--- src/rtl/player_move_ctrl.sv ---
// player_move_ctrl: button-to-grid move sequencer (erase -> step -> draw -> cooldown).
// Define MOVE_REPEAT_EN to add per-direction hold-to-repeat counters.
module player_move_ctrl #(
    parameter int GRID_N          = 5,
    parameter int COOLDOWN_FRAMES = 4,
    parameter int SYNC_STAGES     = 2,
    parameter int REPEAT_DELAY    = 12
) (
    input  logic       clk,
    input  logic       reset,
    input  logic       enable,
    input  logic       btn_up,
    input  logic       btn_down,
    input  logic       btn_left,
    input  logic       btn_right,
    input  logic       frame_tick,
    input  logic       draw_ack,
    output logic       step_up,
    output logic       step_down,
    output logic       step_left,
    output logic       step_right,
    output logic       erase_req,
    output logic       draw_req,
    output logic [2:0] cell_col,
    output logic [2:0] cell_row,
    output logic       busy
);
    typedef enum logic [2:0] {IDLE, ERASE, STEP, DRAW, COOL} state_t;

    localparam logic [2:0] HOME      = 3'(GRID_N / 2);
    localparam logic [2:0] LAST      = 3'(GRID_N - 1);
    localparam logic [7:0] COOL_LAST = 8'(COOLDOWN_FRAMES - 1);

    if (GRID_N < 2 || GRID_N > 8 || COOLDOWN_FRAMES < 1 || COOLDOWN_FRAMES > 255 ||
        SYNC_STAGES < 2 || REPEAT_DELAY < 1 || REPEAT_DELAY > 255) begin : g_bad_cfg
        $error("player_move_ctrl: parameter out of range");
    end

    // Direction vectors are ordered {right, left, down, up}.
    logic [3:0] r_sync [SYNC_STAGES];
    logic [3:0] r_prev;
    logic [3:0] r_pend;
    logic [3:0] r_dir;
    logic [3:0] r_step;
    state_t     r_state;
    logic [7:0] r_cool;
    logic [2:0] r_col;
    logic [2:0] r_row;
    logic       r_erase;
    logic       r_draw;
    logic       r_busy;
    logic [3:0] w_lvl;
    logic [3:0] w_rise;
    logic [3:0] w_rep;
    logic [3:0] w_sel;
    logic [3:0] w_ok;
    logic [3:0] w_take;
    logic       w_legal;

    assign w_lvl  = r_sync[SYNC_STAGES-1];
    assign w_rise = w_lvl & ~r_prev;

    always_comb begin
        w_sel   = r_pend[0] ? 4'b0001 : r_pend[1] ? 4'b0010 :
                  r_pend[2] ? 4'b0100 : r_pend[3] ? 4'b1000 : 4'b0000;
        w_ok    = {r_col != LAST, r_col != 3'd0, r_row != LAST, r_row != 3'd0};
        w_legal = |(w_sel & w_ok);
        // Selected bit is consumed whether legal (serviced) or not (discarded).
        w_take  = (r_state == IDLE && enable) ? w_sel : 4'd0;
    end

    always_ff @(posedge clk or posedge reset) begin
        if (reset) begin
            for (int k = 0; k < SYNC_STAGES; k++) r_sync[k] <= '0;
            r_prev <= '0;
            r_pend <= '0;
        end else begin
            r_sync[0] <= {btn_right, btn_left, btn_down, btn_up};
            for (int k = 1; k < SYNC_STAGES; k++) r_sync[k] <= r_sync[k-1];
            r_prev <= w_lvl;
            r_pend <= enable ? ((r_pend & ~w_take) | w_rise | w_rep) : 4'd0;
        end
    end

`ifdef MOVE_REPEAT_EN
    localparam logic [7:0] REP_LAST = 8'(REPEAT_DELAY - 1);

    logic [7:0] r_hold [4];

    always_comb begin
        for (int d = 0; d < 4; d++) w_rep[d] = w_lvl[d] && frame_tick && r_hold[d] == REP_LAST;
    end

    always_ff @(posedge clk or posedge reset) begin
        if (reset) begin
            for (int d = 0; d < 4; d++) r_hold[d] <= '0;
        end else begin
            for (int d = 0; d < 4; d++) begin
                if (!w_lvl[d] || w_take[d])
                    r_hold[d] <= '0;
                else if (frame_tick)
                    r_hold[d] <= (r_hold[d] == REP_LAST) ? 8'd0 : r_hold[d] + 8'd1;
            end
        end
    end
`else
    assign w_rep = 4'd0;
`endif

    always_ff @(posedge clk or posedge reset) begin
        if (reset) begin
            r_state <= IDLE;
            r_dir   <= '0;
            r_step  <= '0;
            r_erase <= 1'b0;
            r_draw  <= 1'b0;
            r_busy  <= 1'b0;
            r_cool  <= '0;
            r_col   <= HOME;
            r_row   <= HOME;
        end else begin
            case (r_state)
                IDLE: begin
                    if (enable && w_legal) begin
                        r_state <= ERASE;
                        r_dir   <= w_sel;
                        r_erase <= 1'b1;
                        r_busy  <= 1'b1;
                    end
                end
                ERASE: begin
                    if (draw_ack) begin
                        r_state <= STEP;
                        r_erase <= 1'b0;
                        r_step  <= r_dir;
                    end
                end
                STEP: begin
                    r_state <= DRAW;
                    r_step  <= '0;
                    r_draw  <= 1'b1;
                    r_row   <= r_row - {2'b0, r_dir[0]} + {2'b0, r_dir[1]};
                    r_col   <= r_col - {2'b0, r_dir[2]} + {2'b0, r_dir[3]};
                end
                DRAW: begin
                    if (draw_ack) begin
                        r_state <= COOL;
                        r_draw  <= 1'b0;
                    end
                end
                COOL: begin
                    if (frame_tick) begin
                        if (r_cool == COOL_LAST) begin
                            r_state <= IDLE;
                            r_cool  <= '0;
                            r_busy  <= 1'b0;
                        end else begin
                            r_cool <= r_cool + 8'd1;
                        end
                    end
                end
                default: r_state <= IDLE;
            endcase
        end
    end

    assign {step_right, step_left, step_down, step_up} = r_step;
    assign erase_req = r_erase;
    assign draw_req  = r_draw;
    assign cell_col  = r_col;
    assign cell_row  = r_row;
    assign busy      = r_busy;
endmodule

--- config.mk ---
export PLATFORM = sky130hd
export DESIGN_NAME = player_move_ctrl
export DESIGN_NICKNAME = d
export VERILOG_FILES = /design/src/rtl/player_move_ctrl.sv
export SDC_FILE = /design/constraint.sdc
export NUM_CORES = 1
export LEC_CHECK = 0
export CAP_MARGIN = 20
export CORE_MARGIN = 2
export CORE_UTILIZATION = 45
export DETAILED_ROUTE_END_ITERATION = 10
export PLACE_DENSITY = 0.66
export SYNTH_ARGS = -nofsm -noshare
export SYNTH_HDL_FRONTEND = slang
export SYNTH_SLANG_ARGS = --single-unit
--- constraint.sdc ---
create_clock -name clk -period 1.8 [get_ports clk]
set_input_delay 0.18 -clock clk [delete_from_list [all_inputs] [get_ports clk]]
set_output_delay 0.18 -clock clk [all_outputs]
set_load 0.005 [all_outputs]
==> Word level (Yosys, flattened, before mapping) <==
Index checks and enable logic that the tools add are counted.
{ "op_classes": {"n_addsub": 5, "n_eq_ne": 12, "n_bitwise": 6, "n_reduce_logical": 17, "n_mux": 22} }
{ "op_table": {"columns": ["op", "n"], "rows": [
  ["$mux 4", 7],
  ["$mux 3", 5],
  ["$pmux 3 s5", 1],
  ["$and 4x4->4", 3],
  ["$add 8x1->8 const B", 1],
  ["$eq 8x2->1 const B", 1],
  ["$mux 8", 1],
  ["$ne 2x2->1 const B", 4],
  ["$not 4->4", 2],
  ["$pmux 4 s2", 1],
  ["$reduce_and 2->1", 4],
  ["$reduce_bool 2->1", 4],
  ["$add 3x1->3", 2],
  ["$eq 3x2->1 const B", 2],
  ["$ne 3x3->1 const B", 2],
  ["$pmux 1 s2", 3],
  ["$reduce_bool 3->1", 2],
  ["$sub 3x1->3", 2],
  ["$reduce_and 5->1", 1],
  ["$mux 1", 4],
  ["$or 4x4->4", 1],
  ["$reduce_and 4->1", 1],
  ["$reduce_or 4->1", 1],
  ["$eq 3x1->1 const B", 1],
  ["other kinds (5)", 6]
]} }
{ "totals": {"in_bits": 9, "word_cells": 75, "output_inout_bits": 13, "regBits": 44} }

==> Logic depth before layout (Yosys ltp) <==
{ "depth": {"ltp_word": 9, "ltp_mapped": 9, "ltp_nobuf": 9} }

==> Worst setup path after synthesis <==
OpenSTA, ideal clock, no wires.
{ "synth_path": {"kind": "register -> register", "from": "register r_dir[2]", "to": "register r_col[2], in the netlist cell_col[2]", "setup_time_ps": 124, "required_ps": 1676, "n_path_buf": 0, "arrival_time_ps": 1564, "slack_ps": 111, "period_less_slack_ps": 1689, "stages_incl_launch_ff": 9, "cell_sequence": "dfrtp_1 ha_1 inv_1 ha_1 inv_1 fa_1 xor2_1 nand2_1 xnor2_1"} }
{ "synth_via": {"elab_chain_len": 2} }
{ "synth_lines": {"columns": ["item", "line_no", "rtl"], "rows": [
  ["from (decl)", "43", "logic [3:0] r_dir;"],
  ["from (signal assigned)", "126", "r_dir <= w_sel;"],
  ["$sub 3x1->3", "143", "r_col <= r_col - {2'b0, r_dir[2]} + {2'b0, r_dir[3]};"],
  ["$add 3x1->3", "143", null],
  ["to (signal assigned)", "143", null],
  ["to (decl)", "47", "logic [2:0] r_col;"]
]} }
No other way between the ends.
A chain may end at the register's enable or synchronous reset.

==> Worst setup path in the final report <==
{ "layout_path": {"from": "register r_pend[1]", "to": "register r_dir[3]"} }
{ "layout_via": {"elab_chain_len": 6} }
{ "layout_lines": {"columns": ["item", "line_no", "rtl"], "rows": [
  ["from (decl)", "42", "logic [3:0] r_pend;"],
  ["from (signal assigned)", "81", "r_pend <= enable ? ((r_pend & ~w_take) | w_rise | w_rep) : 4'd0;"],
  ["$mux 4 (*) (2 in series)", "64", "w_sel = r_pend[0] ? 4'b0001 : r_pend[1] ? 4'b0010 :"],
  ["$and 4x4->4", "67", "w_legal = |(w_sel & w_ok);"],
  ["$reduce_or 4->1", "67", null],
  ["$logic_and 1x1->1", "124", "if (enable && w_legal) begin"],
  ["$reduce_and 2->1 (no line)", null, null]
]} }
Every way passes the cells marked *; elsewhere a longest branch is shown, timed or not.

==> metrics.log <==
[metrics] result of the run: finished, final reports clean
[metrics] Warnings, synthesis: 0
[metrics] total power: 3.46 mW
[metrics] final wirelength: 3.40 mm
[metrics] count of nets left with antenna violations after detail routing: 0
[metrics] count of unresolved DRC violations after routing: 0
[metrics] Synth-to-Final Area Change: 24.9%
[metrics] sinks on the clock net: 44
[metrics] final critical-path setup slack: 89.6 ps
[metrics] portion of the clock cycle consumed by the worst path in the final layout: 95.0%
[metrics] die outline width: 69.5 um
[metrics] Num CTS Buffers: 5
[metrics] total of max-cap violations: 0
[metrics] full die area: 4820 um2
[metrics] root buffer selected by CTS: sky130_fd_sc_hd__clkbuf_8
[metrics] Syn Inst Count: 161
[metrics] Net Count, Synth: 177
[metrics] netlist area before placement: 1930 um2
[metrics] cell types occupying the most area after synthesis: sky130_fd_sc_hd__dfrtp_1, sky130_fd_sc_hd__ha_1, sky130_fd_sc_hd__dfstp_2
[metrics] clock buffer depth: 2
[metrics] floorplan row count: 23
[metrics] FF-to-FF setup slack: 90 ps
[metrics] initial DRC count: 40
[metrics] routability congestion estimate from global placement: 0.731
[metrics] number of buffers added on ports: 21
[metrics] post-synthesis sequential area ratio: 57.2%
[metrics] RSZ-0062 raised after global routing: no
[metrics] worst hold margin: 241 ps
[metrics] clock tree skew after final layout: 2.87 ps
[metrics] capturing element type of the critical path: flop
[metrics] Arrival @ worst endpoint: 1890 ps
[metrics] count of unique library cells instantiated by Yosys: 38
[metrics] starting density of the core: 47.5%
[metrics] Core Area: 4060 um2
[metrics] wire length of the first global-routing pass: 5.81 mm
[metrics] overall die height: 69.5 um
[metrics] achievable clock frequency: 585 MHz
[metrics] register bit total from synthesis: 44
[metrics] portion of synthesized cell area occupied by the leading cell type: 54.5%
[metrics] total count of hold-check failures in the final report: 0
[metrics] final standard cell utilization of the core: 59.3%
[metrics] Clk Latency, worst-skew pair: 290 ps
[metrics] net count of the finished layout: 214
[metrics] post-layout minimum cycle time: 1710 ps
[metrics] biggest area consumer among synthesized cells: sky130_fd_sc_hd__dfrtp_1
[metrics] class of the tightest hold or removal check: primary input to asynchronous set/reset pin
[metrics] I/O pin count: 22
[metrics] total negative setup slack: 0 ps
[metrics] clock tree from TritonCTS: yes
[metrics] number of antenna violations at the first check in global routing: 0
[metrics] power density cells: 1440 nW/um2
[metrics] number of detailed-routing iterations run before antenna repair: 4
[metrics] number of global-route vias before repair: 1252
[metrics] number of max-slew violations in the final report: 0
[metrics] highest net fanout along the worst path: 6
[metrics] count of endpoints failing setup in the final report: 0
[metrics] fraction of final layout cells sized beyond drive strength 1: 20.1%
[metrics] VDD IR max: 0.000562 V
[metrics] post-CTS clock slew at the launch and capture registers of the worst setup and hold paths: 80 ps
[metrics] total number of vias: 1282
[metrics] critical path data required time: 1980 ps
[metrics] overall track demand over capacity in global routing: 15.4%
[metrics] class of the most critical setup path: flop to flop
[metrics] post-placement worst setup slack: 10.9 ps
[metrics] launching element type of the critical path: flop
[metrics] Slew headroom: 76.2%
[metrics] leakage dissipation: 1.06 nW
[metrics] fillers: 329
[metrics] routed length per placed instance: 13.7 um
[metrics] cts hold-fix bufs: 0
[metrics] pin count of the biggest net entering global routing: 45
[metrics] number of H-tree levels: 2
[metrics] hpwl dp: 2.40 mm
[metrics] diode count: 0
[metrics] Slew @ Worst Pin: 357 ps
[metrics] vias per cell: 5.15
[metrics] Avg Inst Size Synth: 12.0 um2
[metrics] sum of overflow across all layers after global routing: 0
registers in the layout, indices dropped and copies added (netlist names):
register	count
busy	1
cell_col	3
cell_row	3
draw_req	1
erase_req	1
r_cool	8
r_dir	4
r_pend	4
r_prev	4
r_state	3
r_step	4
r_sync	4
w_lvl	4
routing by layer:
layer / GRT usage (%) / vias to the layer above / wire length, um / part of all wire (%)
met2: 24.6 / 23 / 1650 / 48
li1: - / 625 / - / -
met3: 5.38 / 6 / 119 / 3.5
met4: 6.32 / 0 / 49 / 1.4
met1: 19.0 / 628 / 1580 / 47
met5: 0 / - / 0 / 0
worst paths after layout:
check,from,end,cells past startpoint
setup reg to reg,r_pend[1],r_dir[3],5
hold reg to reg,r_sync[6],w_lvl[2],0
setup / recovery,r_pend[1],r_dir[3],5
min in group clk,btn_up,r_sync[4],1
max in group asynchronous,reset,cell_col[1],3
hold / removal,reset,r_cool[3],3
synthesized netlist by cell type:
cell type                  instances
sky130_fd_sc_hd__a21o_1            3
sky130_fd_sc_hd__ha_1              5
sky130_fd_sc_hd__a32o_1            1
sky130_fd_sc_hd__o32ai_1           1
sky130_fd_sc_hd__inv_1             8
sky130_fd_sc_hd__buf_6             2
sky130_fd_sc_hd__a21boi_0          2
sky130_fd_sc_hd__fa_1              2
sky130_fd_sc_hd__dfrtp_1          42
sky130_fd_sc_hd__nand2b_1          3
sky130_fd_sc_hd__a22o_1            1
sky130_fd_sc_hd__o21a_1            2
sky130_fd_sc_hd__nor3b_2           1
sky130_fd_sc_hd__nor4_1            1
sky130_fd_sc_hd__nor3_1            1
sky130_fd_sc_hd__nand3_1           4
sky130_fd_sc_hd__a221oi_1          1
sky130_fd_sc_hd__o31ai_1           3
sky130_fd_sc_hd__xnor2_1           6
sky130_fd_sc_hd__nand4_1           3
sky130_fd_sc_hd__o21ai_0           6
sky130_fd_sc_hd__nor4b_4           1
sky130_fd_sc_hd__clkbuf_1          1
sky130_fd_sc_hd__nand2_1          12
sky130_fd_sc_hd__mux2i_1           1
sky130_fd_sc_hd__mux2_4            3
sky130_fd_sc_hd__buf_2             2
sky130_fd_sc_hd__nand3b_1          1
sky130_fd_sc_hd__nor2_1            9
sky130_fd_sc_hd__o31a_1            1
sky130_fd_sc_hd__dfstp_2           2
sky130_fd_sc_hd__or3_1             1
sky130_fd_sc_hd__nor2b_1           8
sky130_fd_sc_hd__nor3b_1           1
sky130_fd_sc_hd__xor2_1            5
sky130_fd_sc_hd__a21oi_1           8
sky130_fd_sc_hd__mux2_2            3
sky130_fd_sc_hd__and3_1            4
stage by stage:
step	cells	cell area, um2
final	249	2410
after CTS	246	2360
after global placement	237	2250
after global routing	249	2410
after floorplan	161	1930
after detailed placement	237	2250
critical path: stages, from the launching register on:
cell and delay [ps]:
sky130_fd_sc_hd__dfrtp_1 460, sky130_fd_sc_hd__nor4b_4 310, sky130_fd_sc_hd__o31ai_1 120, sky130_fd_sc_hd__nand4_1 120
sky130_fd_sc_hd__and3_2 280, sky130_fd_sc_hd__mux2_4 310
layout by cell type (no fill, tap or decap), types with 2 or more instances in the layout:
cell and n:
sky130_fd_sc_hd__nor3b_2 2, sky130_fd_sc_hd__buf_4 13, sky130_fd_sc_hd__nand2b_1 3, sky130_fd_sc_hd__clkinvlp_4 2, sky130_fd_sc_hd__xnor2_1 6, sky130_fd_sc_hd__a21boi_0 2
sky130_fd_sc_hd__nor2_1 9, sky130_fd_sc_hd__a21o_1 3, sky130_fd_sc_hd__a21oi_1 8, sky130_fd_sc_hd__nand3_1 4, sky130_fd_sc_hd__nor2b_1 8, sky130_fd_sc_hd__o31ai_1 3
sky130_fd_sc_hd__fa_2 2, sky130_fd_sc_hd__o21ai_0 6, sky130_fd_sc_hd__o21a_1 2, sky130_fd_sc_hd__mux2_4 3, sky130_fd_sc_hd__dfstp_2 2, sky130_fd_sc_hd__and3_1 3
sky130_fd_sc_hd__nand4_1 3, sky130_fd_sc_hd__dfrtp_1 41, sky130_fd_sc_hd__clkbuf_8 6, sky130_fd_sc_hd__clkdlybuf4s50_1 21, sky130_fd_sc_hd__ha_1 3, sky130_fd_sc_hd__nand2_1 12
sky130_fd_sc_hd__mux2_2 3, sky130_fd_sc_hd__inv_1 7, sky130_fd_sc_hd__xor2_1 5
cell type report:
cell class	instances	area (um2)	share of cell area, %
Tap cell	50	62.6	2.60
Clock inverter	2	15.0	0.624
Clock buffer	6	82.6	3.43
Timing Repair Buffer	35	328	13.6
Inverter	8	30.0	1.25
Multi-Input combinational cell	104	785	32.6
Sequential cell	44	1100	45.9
timing repair:
item	CTS	global route
setup buffers	1	3
endpoints found under the setup margin	1	6
pin swaps	0	3
endpoints found under the hold margin	0	0
resized for setup	0	8
logic make-up after synthesis:
kind of cell	count (synthesis)	synth area share, %
XOR/XNOR	11	5.00
AND/OR/NAND/NOR	50	14.5
adder cells (fa/ha/maj)	7	5.32
flip-flops	44	57.2
buffers and inverters	13	3.44
AO/OA/AOI/OAI	29	9.86
multiplexers	7	4.61
power breakdown:
part / internal (mW) / switching (mW)
combinational: 0.754 / 0.501
sequential: 1.26 / 0.313
clock: 0.310 / 0.329
Note: power is estimated with default switching activity, not from simulation.
